==> src/rtl/debounce_multi_pkg.sv <==
// rtl/debounce_multi_pkg.sv - shared elaboration helpers for the button conditioner
package debounce_multi_pkg;

  function automatic int clog2(input int value);
    int r;
    r = 0;
    while ((1 << r) < value) r++;
    return r;
  endfunction

  function automatic int max2(input int a, input int b);
    return (a > b) ? a : b;
  endfunction

  function automatic int db_div(input int clk_hz, input int sample_hz);
    return clk_hz / sample_hz;
  endfunction

endpackage

==> src/rtl/debounce_channel.sv <==
// rtl/debounce_channel.sv - one button: synchroniser, stable-count filter, edge pulses,
// long-press and auto-repeat
module debounce_channel
  import debounce_multi_pkg::*;
#(
  parameter int STABLE_SAMPLES = 8,
  parameter int HOLD_SAMPLES   = 1000,
  parameter int REPEAT_SAMPLES = 200,
  parameter bit ACTIVE_LOW     = 1'b1
) (
  input  logic clk,
  input  logic rst_n,
  input  logic enable,
  input  logic tick,
  input  logic btn_raw,
  output logic db,
  output logic rise,
  output logic fall,
  output logic long_press,
  output logic repeat_press,
  output logic held
);

  localparam int CW  = clog2(max2(STABLE_SAMPLES + 1, 2));
  localparam int HW  = clog2(max2(max2(HOLD_SAMPLES, REPEAT_SAMPLES) + 1, 2));
  localparam int HW1 = HW + 1;
  localparam logic [CW-1:0] CNT_LAST = CW'(STABLE_SAMPLES - 1);
  localparam logic [HW:0]   HOLD_V   = HW1'(HOLD_SAMPLES);
  localparam logic [HW:0]   REP_V    = HW1'(REPEAT_SAMPLES);

  if (STABLE_SAMPLES < 1) begin : g_bad_stable
    $error("debounce_channel: STABLE_SAMPLES must be >= 1");
  end
  if (HOLD_SAMPLES < 1) begin : g_bad_hold
    $error("debounce_channel: HOLD_SAMPLES must be >= 1");
  end

  logic          sync1;
  logic          sync2;
  logic          pressed;
  logic          flip;
  logic          rel_tick;
  logic [CW-1:0] cnt;
  logic [HW-1:0] hc;
  logic [HW:0]   hc_next;

  assign pressed  = sync2 ^ ACTIVE_LOW;
  assign flip     = tick && (pressed != db) && (cnt == CNT_LAST);
  assign rel_tick = flip && db;
  assign hc_next  = {1'b0, hc} + 1'b1;

  always_ff @(posedge clk or negedge rst_n) begin
    if (!rst_n) begin
      sync1        <= ACTIVE_LOW;
      sync2        <= ACTIVE_LOW;
      cnt          <= '0;
      db           <= 1'b0;
      rise         <= 1'b0;
      fall         <= 1'b0;
      hc           <= '0;
      held         <= 1'b0;
      long_press   <= 1'b0;
      repeat_press <= 1'b0;
    end else begin
      rise         <= 1'b0;
      fall         <= 1'b0;
      long_press   <= 1'b0;
      repeat_press <= 1'b0;

      if (enable) begin
        sync1 <= btn_raw;
        sync2 <= sync1;
      end

      // Any agreeing sample restarts the count, so bounce never accumulates.
      if (tick) begin
        if (pressed == db) begin
          cnt <= '0;
        end else if (cnt == CNT_LAST) begin
          db   <= pressed;
          cnt  <= '0;
          rise <= pressed;
          fall <= !pressed;
        end else begin
          cnt <= cnt + 1'b1;
        end
      end

      // The tick that sets db sees db==0 here, so it never counts toward the hold.
      if (!db || rel_tick) begin
        hc   <= '0;
        held <= 1'b0;
      end else if (tick) begin
        if (!held) begin
          if (hc_next == HOLD_V) begin
            long_press <= 1'b1;
            held       <= 1'b1;
            hc         <= '0;
          end else begin
            hc <= hc_next[HW-1:0];
          end
        end else if (REPEAT_SAMPLES > 0) begin
          if (hc_next == REP_V) begin
            repeat_press <= 1'b1;
            hc           <= '0;
          end else begin
            hc <= hc_next[HW-1:0];
          end
        end
      end
    end
  end

endmodule

==> src/rtl/debounce_multi.sv <==
// rtl/debounce_multi.sv - shared sample-tick divider feeding CHANNELS independent
// button conditioners
module debounce_multi
  import debounce_multi_pkg::*;
#(
  parameter int CHANNELS       = 4,
  parameter int CLK_FREQ_HZ    = 12000000,
  parameter int SAMPLE_HZ      = 1000,
  parameter int STABLE_SAMPLES = 8,
  parameter int HOLD_SAMPLES   = 1000,
  parameter int REPEAT_SAMPLES = 200,
  parameter int ACTIVE_LOW     = 1
) (
  input  logic                clk,
  input  logic                rst_n,
  input  logic                enable,
  input  logic [CHANNELS-1:0] btn_in,
  output logic [CHANNELS-1:0] btn_db,
  output logic [CHANNELS-1:0] btn_rise,
  output logic [CHANNELS-1:0] btn_fall,
  output logic [CHANNELS-1:0] btn_long,
  output logic [CHANNELS-1:0] btn_repeat,
  output logic [CHANNELS-1:0] btn_held,
  output logic                sample_tick
);

  localparam int DIV = db_div(CLK_FREQ_HZ, SAMPLE_HZ);
  localparam int DW  = max2(clog2(DIV), 1);
  localparam logic [DW-1:0] DIV_LAST = DW'(DIV - 1);

  if (DIV < 2) begin : g_bad_div
    $error("debounce_multi: CLK_FREQ_HZ/SAMPLE_HZ must be >= 2");
  end

  logic [DW-1:0] div_cnt;

  always_ff @(posedge clk or negedge rst_n) begin
    if (!rst_n) begin
      div_cnt <= '0;
    end else if (enable) begin
      div_cnt <= (div_cnt == DIV_LAST) ? '0 : div_cnt + 1'b1;
    end
  end

  assign sample_tick = enable && (div_cnt == DIV_LAST);

  for (genvar i = 0; i < CHANNELS; i++) begin : g_ch
    debounce_channel #(
      .STABLE_SAMPLES(STABLE_SAMPLES),
      .HOLD_SAMPLES  (HOLD_SAMPLES),
      .REPEAT_SAMPLES(REPEAT_SAMPLES),
      .ACTIVE_LOW    (ACTIVE_LOW != 0)
    ) u_ch (
      .clk         (clk),
      .rst_n       (rst_n),
      .enable      (enable),
      .tick        (sample_tick),
      .btn_raw     (btn_in[i]),
      .db          (btn_db[i]),
      .rise        (btn_rise[i]),
      .fall        (btn_fall[i]),
      .long_press  (btn_long[i]),
      .repeat_press(btn_repeat[i]),
      .held        (btn_held[i])
    );
  end

endmodule

==> config.mk <==
export PLATFORM = sky130hd
export DESIGN_NAME = debounce_multi
export DESIGN_NICKNAME = d
export VERILOG_FILES = /design/src/rtl/debounce_multi_pkg.sv /design/src/rtl/debounce_channel.sv /design/src/rtl/debounce_multi.sv
export SDC_FILE = /design/constraint.sdc
export NUM_CORES = 1
export LEC_CHECK = 0
export ABC_AREA = 1
export CAP_MARGIN = 20
export CORE_ASPECT_RATIO = 0.6
export CORE_UTILIZATION = 48
export DETAILED_ROUTE_END_ITERATION = 8
export DONT_BUFFER_PORTS = 1
export PLACE_DENSITY_LB_ADDON = 0.1
export SLEW_MARGIN = 20
export SYNTH_ARGS = -nofsm -noshare
export SYNTH_HDL_FRONTEND = slang
export SYNTH_SLANG_ARGS = --single-unit
export TNS_END_PERCENT = 50
==> constraint.sdc <==
create_clock -name clk -period 1.9 [get_ports clk]
set_input_delay 0.19 -clock clk [delete_from_list [all_inputs] [get_ports clk]]
set_output_delay 0.19 -clock clk [all_outputs]
set_load 0.03 [all_outputs]
==> results by group, run 1 <==
STA
  – Period utilization: 0.973
  – RSZ-0062 raised after global routing: yes
  – Tmin final: 1.85 ns
  – Final setup violation count: 0
  – Final Hold Viols: 102
  – Fmax: 0.541 GHz
  – Skew final: 0.00678 ns
  – Worst slew pin tran: 0.464 ns
  – Tightest slew margin relative to the limit: 0.690
  – Pins over their slew limit: 0
  – Setup TNS: 0 ns
  – Hold Slack: -0.464 ns

Setup path
  – Reg-to-Reg Start: div_cnt[1]
  – Worst R2R End: g_ch[3].u_ch.hc[6]
  – Critical-path top delay cell: dfrtp_1
  – Reg2reg path depth: 12
  – CP max stage delay: 0.39 ns
  – CP max FO: 6
  – Worst reg-to-reg setup slack: 0.05 ns
  – WP data arrival: 2.13 ns
  – Crit path cell chain: ha_2 > nand2_2 > nor2_2 > nand2_2 > nor2_8 > buf_12 > buf_4 > o211ai_4 > buf_12 > a21oi_2 > nand3_1 > nand2_1
  – WP data required: 2.18 ns
  – CP Class: reg2reg
  – CP endpoint kind: register
  – Setup crit start kind: register

Drt
  – Routed via count: 5164
  – First-pass detailed-route iteration total: 5
  – Routed WL: 13.5 mm
  – DR WL met2: 5.71 mm
  – Uppermost layer routed: met4
  – Vias/cell: 5.27
  – WL per Instance: 13.8 µm
  – Met3 wire length: 808 µm
  – Post-DRT Antenna Nets: 0
  – Routed metal-1 wirelength: 6.92 mm
  – Initial DRC count: 341
  – Drt drc: 0

Logic synthesis
  – Most common flop cell mapped by yosys: dfrtp_1
  – Synth unique cells: 41
  – Cell count after synthesis: 789
  – Net Count, Synth: 805
  – Yosys warns: 0
  – Syn Area/Cell: 7.40 µm²
  – Register bit total from synthesis: 102
  – Post-Syn Area: 5840 µm²
  – Seq/Total Area, Yosys: 0.439
  – Post-synth EDFFs: 0
  – Asr flop ratio synth: 1.00

Clock network
  – CTS tree: done
  – Root buf cell: clkbuf_16
  – Clock net sink count: 102
  – Cts bufs inserted: 9
  – CTS H-tree lvls: 3
  – CTS Buffer Depth: 2
  – Clk_lat worst skew: 0.34 ns
  – Hold buffers post-CTS: 5
  – Clk slew on worst S/H paths: 0.07 ns

Final layout
  – Most frequent cells in the layout: 247 x nand2_1, 92 x dfrtp_1, 89 x inv_1
  – Post-layout util: 0.580
  – Non-Filler Instances: 979
  – Diodes inserted: 0
  – Final net count: 830
  – Leading cell type in the layout, fill and taps excluded: nand2_1
  – Layout cells sized above 1: 0.153
  – Layout fillers: 1053
  – Layout area overhead: 14.9%

Placement
  – Placed cells: 941
  – GPL Wtd Cong: 0.888
  – Hpwl dp: 9.11 mm
  – # port buffers: 0

Pwr
  – Pwr Density: 693 nW/µm²
  – Peak supply drop: 528 µV
  – Leak pwr: 3.11 nW

GRT
  – Antenna violations before repair: 0
  – First-pass GRT wire length: 21.5 mm
  – Largest net degree at the start of global routing: 103
  – Total grt overflow: 0
  – Number of global-route vias before repair: 4484
  – GRT Total Usage: 0.220

Floorplan
  – Site row count: 30
  – Core footprint: 11600 µm²
  – Initial core utilization: 0.505
  – Die W: 144 µm
  – Die Ht: 87.4 µm
  – Io pins: 32
  – Die area: 12600 µm²

Worst hold path
  – HP Class: in2async

Run
  – Max Cap Viol: 0

Status
  – Status: complete, but fails checks
  – Failing checks: negative hold slack
## flip-flops by register name (all words and copies together), names as in the netlist
register,cells
g_ch.u_ch.hc,40
g_ch.u_ch.cnt,16
div_cnt,14
g_ch.u_ch.db,4
g_ch.u_ch.fall,4
g_ch.u_ch.held,4
g_ch.u_ch.long_press,4
g_ch.u_ch.repeat_press,4
g_ch.u_ch.rise,4
g_ch.u_ch.sync1,4
g_ch.u_ch.sync2,4
## what timing repair did
item / CTS / global route
buffers inserted: 0 / 13
gates cloned: 0 / 4
resized for setup: 2 / 53
endpoints found under the setup margin: 7 / 56
endpoints found under the hold margin: 110 / 102
pin swaps: 1 / 10
## cells by family after synthesis
group | share of synthesized area
AOI/OAI and AO/OA | 0.0632
xor gates and xnor gates | 0.0255
adders and majority gates | 0.0193
buffers and inverters | 0.101
DFF | 0.439
and+or+nand+nor | 0.352
## report_power, final
group          leakage (nW)  switching (mW)  internal, mW  total, mW
logic                  1.62           0.214         0.169      0.383
registers              1.34          0.0895          2.29       2.38
clock network         0.146           0.792          1.09       1.88
total                  3.11            1.10          3.55       4.65
## per-layer routing
| metal | vias to the layer above | track usage |
|---|---|---|
| met5 | - | 0 |
| met3 | 9 | 0.0588 |
| met1 | 2462 | 0.329 |
| li1 | 2556 | - |
| met4 | 0 | 0.0526 |
| met2 | 137 | 0.312 |
## cells in the mapped netlist, types with 3 or more instances
cell / number / area (µm²)
dfstp_2: 8 / 210
nor2_1: 95 / 357
a21oi_1: 13 / 65.1
buf_4: 25 / 188
nand4_1: 10 / 62.6
nand3_1: 80 / 400
nand3_2: 7 / 70.1
o31ai_1: 6 / 45.0
inv_2: 4 / 15.0
nor3_1: 9 / 45.0
o22ai_1: 4 / 25.0
nor2_2: 3 / 18.8
nand2_2: 4 / 25.0
dfrtp_1: 94 / 2350
xor2_1: 6 / 52.6
xnor2_1: 11 / 96.3
o21ai_1: 3 / 15.0
o21ai_0: 27 / 135
inv_1: 93 / 349
ha_1: 9 / 113
nand2_1: 251 / 942
## worst max-delay path by stage
stage | start | endpoint | slack (ns) | cells past startpoint
floorplan | g_ch[3].u_ch.hc[0] | g_ch[3].u_ch.hc[0] | 0.27 | 11
global route | div_cnt[1] | g_ch[3].u_ch.hc[3] | -0.05 | 12
detailed placement | g_ch[0].u_ch.hc[1] | g_ch[0].u_ch.hc[5] | 0.02 | 10
finish | div_cnt[1] | g_ch[3].u_ch.hc[6] | 0.05 | 12
global placement | g_ch[3].u_ch.hc[0] | g_ch[3].u_ch.hc[6] | 0.05 | 11
CTS | div_cnt[0] | sample_tick | 0.007 | 6
## worst max-delay path, delay by kind of cell (launching register included)
kind	cells	cell delay, ns
AND/OR/NAND/NOR	6	0.62
AO/OA/AOI/OAI	2	0.18
adder cells (fa/ha/maj)	1	0.20
buffers and inverters	3	0.40
flip-flops	1	0.39
## layout make-up
type	instances	area, µm²	share of cell area
inverters	97	367	0.0546
clock buffers	13	260	0.0388
clock inverters	3	42.5	0.00634
multi-input cells	563	2920	0.435
well taps	160	200	0.0298
flip-flops and latches	102	2560	0.382
repair buffers	41	353	0.0526
## stage by stage
stage	power [mW]	hold WS, ns	setup slack [ns]	cell area, µm²
6_report	4.65	-0.464	0.0515	6710
5_1_grt	4.84	-0.482	-0.0477	6710
4_1_cts	4.65	-0.473	0.00741	6340
3_5_place_dp	2.73	-0.102	0.0173	5990
3_3_place_gp	2.71	-0.103	0.0503	5990
2_1_floorplan	2.64	-0.106	0.274	5840
Power figures use the tool's default switching activity.
==> run 2: changes to the inputs <==
- BUFFER_PORTS_ARGS: default -> -buffer_cell sky130_fd_sc_hd__clkbuf_2
- DONT_BUFFER_PORTS: 1 -> default
==> run 2 against run 1 <==
The run now ends clean; count of clock-buffer cells in the layout down 1; die area stayed put; utilization is 0.35 points higher; fmax up 2.2%; register-to-register slack better by 0.04 ns; flip-flop and latch count stayed put; sequential share of layout area down 0.26 points; cell area increased by 0.60%; first-iteration DRC count increased by 27%; total power down 0.68%; critical path depth down 1; critical path type unchanged; critical endpoint is now g_ch[3].u_ch.db; highest routed layer unchanged.
==> results by group, run 2 (same netlist as run 1, synthesis figures left out) <==
Status
  – Status: finished, final reports clean

Floorplan
  – Core footprint: 11600 µm²
  – Io pins: 32
  – Initial core utilization: 0.505
  – Die W: 144 µm
  – Die Ht: 87.4 µm
  – Die area: 12600 µm²
  – Site row count: 30

Pwr
  – Peak supply drop: 507 µV
  – Part of the power in registers: 0.516
  – Internal: 3.50 mW
  – Combinational share of power: 0.086
  – Net Sw Frac: 0.241
  – Clock share of power: 0.398
  – Pwr Density: 684 nW/µm²
  – Leak pwr: 3.18 nW
  – Switching pwr: 1.11 mW

STA
  – Final setup violation count: 0
  – Tightest slew margin relative to the limit: 0.693
  – Hold Slack: 0.0153 ns
  – Skew final: 0.00925 ns
  – Period utilization: 0.952
  – Fmax: 0.553 GHz
  – Setup TNS: 0 ns
  – Pins over their slew limit: 0
  – Final Hold Viols: 0
  – Final Worst Setup Slack: 0.0921 ns
  – Tmin final: 1.81 ns
  – Worst slew pin tran: 0.458 ns
  – RSZ-0062 raised after global routing: yes

GRT
  – Largest net degree at the start of global routing: 54
  – Total grt overflow: 0
  – Antenna violations before repair: 0
  – GRT Total Usage: 0.224
  – First-pass GRT wire length: 21.9 mm
  – Number of global-route vias before repair: 4589

Final layout
  – Layout area overhead: 15.6%
  – Post-layout util: 0.584
  – Most frequent cells in the layout: 246 x nand2_1, 94 x dfrtp_1, 92 x inv_1
  – Non-Filler Instances: 994
  – Largest registers: g_ch.u_ch.hc: 40 flops, g_ch.u_ch.cnt: 16 flops, div_cnt: 14 flops
  – Diodes inserted: 0
  – Biggest register: g_ch.u_ch.hc
  – Leading cell type in the layout, fill and taps excluded: nand2_1
  – Final net count: 845
  – Layout cells sized above 1: 0.173
  – Max reg flops: 40

Setup path
  – CP max FO: 9
  – CP endpoint kind: register
  – WP data required: 2.13 ns
  – Worst reg-to-reg setup slack: 0.09 ns
  – CP Class: reg2reg
  – Crit path cell chain: ha_2 > nand2_1 > nor2_1 > nand2_2 > nor2_8 > buf_12 > buf_6 > nand2_1 > or2_4 > nand2_1 > o21ai_1
  – CP max stage delay: 0.37 ns
  – Critical-path top delay cell: dfrtp_1
  – Critical path buffers and inverters: 2
  – Top cell by count, worst path: nand2_1
  – WP data arrival: 2.04 ns
  – Setup crit start kind: register
  – Critical path's top delay family: simple AND/OR/NAND/NOR gates

Clock network
  – CTS Buffer Depth: 2
  – Clk slew on worst S/H paths: 0.06 ns
  – Cts bufs inserted: 9
  – Root buf cell: clkbuf_16
  – Clock net sink count: 102
  – Clk_lat worst skew: 0.35 ns
  – CTS tree: done
  – CTS H-tree lvls: 3

Drt
  – Drt drc: 0
  – Routed WL: 13.2 mm
  – Vias/cell: 5.18
  – First-pass detailed-route iteration total: 5
  – Routed via count: 5145
  – Initial DRC count: 432
  – WL per Instance: 13.2 µm
  – Post-DRT Antenna Nets: 0

Placement
  – GPL Wtd Cong: 0.901
  – Hpwl dp: 9.30 mm
  – # port buffers: 31
  – Worst slack, placed: -0.0243 ns
  – Placed cells: 969

Worst hold path
  – HP Class: in2reg

Run
  – Max Cap Viol: 0
## run 2: cell count changes in the layout (fill, tap and decap cells not counted), moves of 2 or more
cell and change:
buf_4 -10, clkbuf_2 +29, dfrtp_1 +2, dfrtp_2 -2
dlygate4sd3_1 -4, inv_1 +3, inv_2 -2, nor2_1 -3
nor2_4 +2
## run 2: metal layers
layer  vias up  track usage  part of all wire  routed length (µm)
li1       2584            -                 -                   -
met1      2386        0.339              0.53                7010
met2       164        0.314              0.39                5200
met3        11       0.0478             0.062                 811
met4         0       0.0708             0.011                 140
met5         -            0                 0                   0
## run 2: final cells by class
type	count	area, µm²
Fill cell	1087	4810
Clock buffer	12	246
Sequential cell	102	2560
Timing Repair Buffer	56	383
Inverter	97	364
Multi-Input combinational cell	563	2950
Tap cell	160	200
Clock inverter	4	47.5
## run 2: worst paths after layout
kind                                      endpoint                from  depth (start not counted)
min in group asynchronous       g_ch[3].u_ch.hc[8]               rst_n                          2
worst max register to register     g_ch[3].u_ch.db          div_cnt[1]                         11
worst min register to register  g_ch[1].u_ch.sync1  g_ch[1].u_ch.sync1                          2
max in group asynchronous       g_ch[3].u_ch.sync2               rst_n                          3
worst max-delay path               g_ch[3].u_ch.db          div_cnt[1]                         11
worst min-delay path            g_ch[0].u_ch.sync1           btn_in[0]                          3
## run 2: through the flow
stage               area, µm²  power [mW]
global placement         6130        2.79
CTS                      6500        4.67
floorplan                5840        2.64
detailed placement       6130        2.81
finish                   6750        4.61
global route             6750        4.82
## run 2: worst reg2reg max path, cell delays in order (launching register included)
cell and delay, ns:
dfrtp_1 0.37, ha_2 0.18, nand2_1 0.07, nor2_1 0.13
nand2_2 0.10, nor2_8 0.12, buf_12 0.14, buf_6 0.12
nand2_1 0.06, or2_4 0.25, nand2_1 0.09, o21ai_1 0.07
## run 2: timing repair
item / 4_1_cts / 5_1_grt
gates resized for setup: 6 / 53
endpoints found under the setup margin: 16 / 50
buffers inserted: 2 / 2
hold endpoints to repair: 24 / 0
cloned: 2 / 2
hold buffers: 1 / 0
pin swaps: 3 / 7
## run 2: power groups by stage
stage,Sequential (mW),Clock [mW],Combinational (mW)
after floorplan,2.40,0,0.235
after global placement,2.41,0,0.380
after detailed placement,2.41,0,0.392
after CTS,2.38,1.89,0.395
after global routing,2.39,1.96,0.467
final,2.38,1.84,0.399
==> run 3: changes to the inputs <==
- CORE_ASPECT_RATIO: 0.6 -> default
==> run 3 against run 2 <==
The flow now finishes with violations (design-rule violations); via count down 1.5%; cell count fell by 1.2%; critical endpoint is now sample_tick; combinational power rose by 4%; routed wire length shrank 4.8%; clock skew down 0.0013 ns; highest routed layer unchanged; largest power group unchanged; global-route usage is 1.5 points lower; sequential power about the same; setup slack got worse by 0.013 ns.
==> results by group, run 3 (same netlist as run 1, synthesis figures left out) <==
Clock network
  – CTS Buffer Depth: 2
  – Clk_lat worst skew: 0.34 ns
  – CTS H-tree lvls: 3
  – Cts bufs inserted: 9
  – Clk slew on worst S/H paths: 0.07 ns
  – Clock net sink count: 102
  – Root buf cell: clkbuf_16
  – CTS tree: done

STA
  – Final Worst Setup Slack: 0.0791 ns
  – Final setup violation count: 0
  – RSZ-0062 raised after global routing: yes
  – Final Hold Viols: 0
  – Fmax: 0.549 GHz
  – Tightest slew margin relative to the limit: 0.627
  – Pins over their slew limit: 0
  – Skew final: 0.00792 ns
  – Worst slew pin tran: 0.560 ns
  – Period utilization: 0.958
  – Tmin final: 1.82 ns

Floorplan
  – Site row count: 39
  – Initial core utilization: 0.503
  – Io pins: 32
  – Die area: 12600 µm²
  – Core footprint: 11600 µm²
  – Die W: 112 µm
  – Die Ht: 112 µm

Setup path
  – WP data arrival: 1.63 ns
  – Reg2reg path depth: 11
  – CP max FO: 4
  – Setup crit start kind: register
  – CP Class: reg2out
  – WP data required: 1.71 ns
  – CP endpoint kind: output port

GRT
  – Largest net degree at the start of global routing: 103
  – Total grt overflow: 0
  – First-pass GRT wire length: 21.3 mm
  – Antenna violations before repair: 0
  – GRT Total Usage: 0.209
  – Number of global-route vias before repair: 4726

Worst hold path
  – Worst hold path depth: 3
  – HP Class: in2reg

Final layout
  – Layout cells sized above 1: 0.161
  – Most frequent cells in the layout: 247 x nand2_1, 94 x dfrtp_1, 93 x inv_1
  – Diodes inserted: 0
  – Max reg flops: 40
  – Biggest register: g_ch.u_ch.hc
  – Leading cell type in the layout, fill and taps excluded: nand2_1
  – Largest registers: g_ch.u_ch.hc: 40 flops, g_ch.u_ch.cnt: 16 flops, div_cnt: 14 flops
  – Final net count: 850
  – Post-route cell area: 6660 µm²
  – Layout area overhead: 14.1%

Drt
  – First-pass detailed-route iteration total: 7
  – Post-DRT Antenna Nets: 0
  – Drt drc: 2
  – WL per Instance: 12.8 µm
  – Vias/cell: 5.16
  – Initial DRC count: 367
  – Routed via count: 5069
  – Routed WL: 12.5 mm

Placement
  – Hpwl dp: 8.65 mm
  – Worst slack, placed: -0.0233 ns
  – Placed Area: 6150 µm²
  – # port buffers: 31
  – GPL Wtd Cong: 0.876

Run
  – Max Cap Viol: 0

Pwr
  – Peak supply drop: 417 µV
  – Leak pwr: 3.22 nW
  – Pwr Density: 687 nW/µm²

Status
  – Status: complete, but fails checks
  – Failing checks: design-rule violations
[run 3: cell count changes in the layout (fill, tap and decap cells not counted), moves of 3 or more]
cell,previous run,this run
buf_4,22,30
nor2_1,78,84
nor2_4,12,6
clkbuf_1,2,5
[run 3: final cells by class]
class	instances	area, µm²
sequential	102	2560
multi-input combinational	560	2840
fill	1075	4950
timing repair buffer	64	434
clock inverter	2	35.0
inverter	97	367
tap	143	179
clock buffer	14	244
[run 3: what timing repair did]
item / 4_1_cts / 5_1_grt
setup buffers: 3 / 4
cloned: 0 / 1
endpoints found under the hold margin: 94 / 0
pin swaps: 1 / 2
hold buffers: 1 / 0
resized for setup: 2 / 39
endpoints found under the setup margin: 11 / 54
[run 3: power by group]
group	switching, mW	total, mW	internal [mW]
Sequential	0.0839	2.37	2.29
Clock	0.759	1.78	1.02
Combinational	0.246	0.416	0.171
Total	1.09	4.57	3.48
[run 3: metrics by stage]
stage          hold WS, ns  cells  setup TNS [ns]  utilization  total power, mW
2_1_floorplan       -0.106    789               0            -             2.64
3_3_place_gp         0.306    957               0        0.530             2.77
3_5_place_dp         0.304    957         -0.0470        0.530             2.79
4_1_cts            0.00295    977               0        0.557             4.61
5_1_grt             0.0181    982          -0.423        0.573             4.81
6_report            0.0188    982               0        0.573             4.57
[run 3: final timing paths]
check / end / slack, ns / from
max reg2reg: g_ch[0].u_ch.hc[9] / 0.13 / div_cnt[0]
max in group asynchronous: g_ch[1].u_ch.sync2 / 1.02 / rst_n
min: g_ch[3].u_ch.sync1 / 0.02 / btn_in[3]
min reg2reg: g_ch[3].u_ch.sync1 / 0.47 / g_ch[3].u_ch.sync1
max: sample_tick / 0.08 / div_cnt[0]
min in group asynchronous: g_ch[3].u_ch.hc[5] / 0.42 / rst_n
[run 3: worst max-delay path: stages, from the launching register on]
cell and delay (ns):
dfrtp_1 0.38, ha_2 0.18, nand2_1 0.07, nor2_2 0.12, nand2_2 0.09, nor2_8 0.14
buf_4 0.16, buf_6 0.13
[run 3: per-layer routing]
metal | part of all wire | GRT usage
met1 | 0.48 | 0.281
met2 | 0.47 | 0.337
met3 | 0.040 | 0.0540
met4 | 0.013 | 0.0551
met5 | 0 | 0
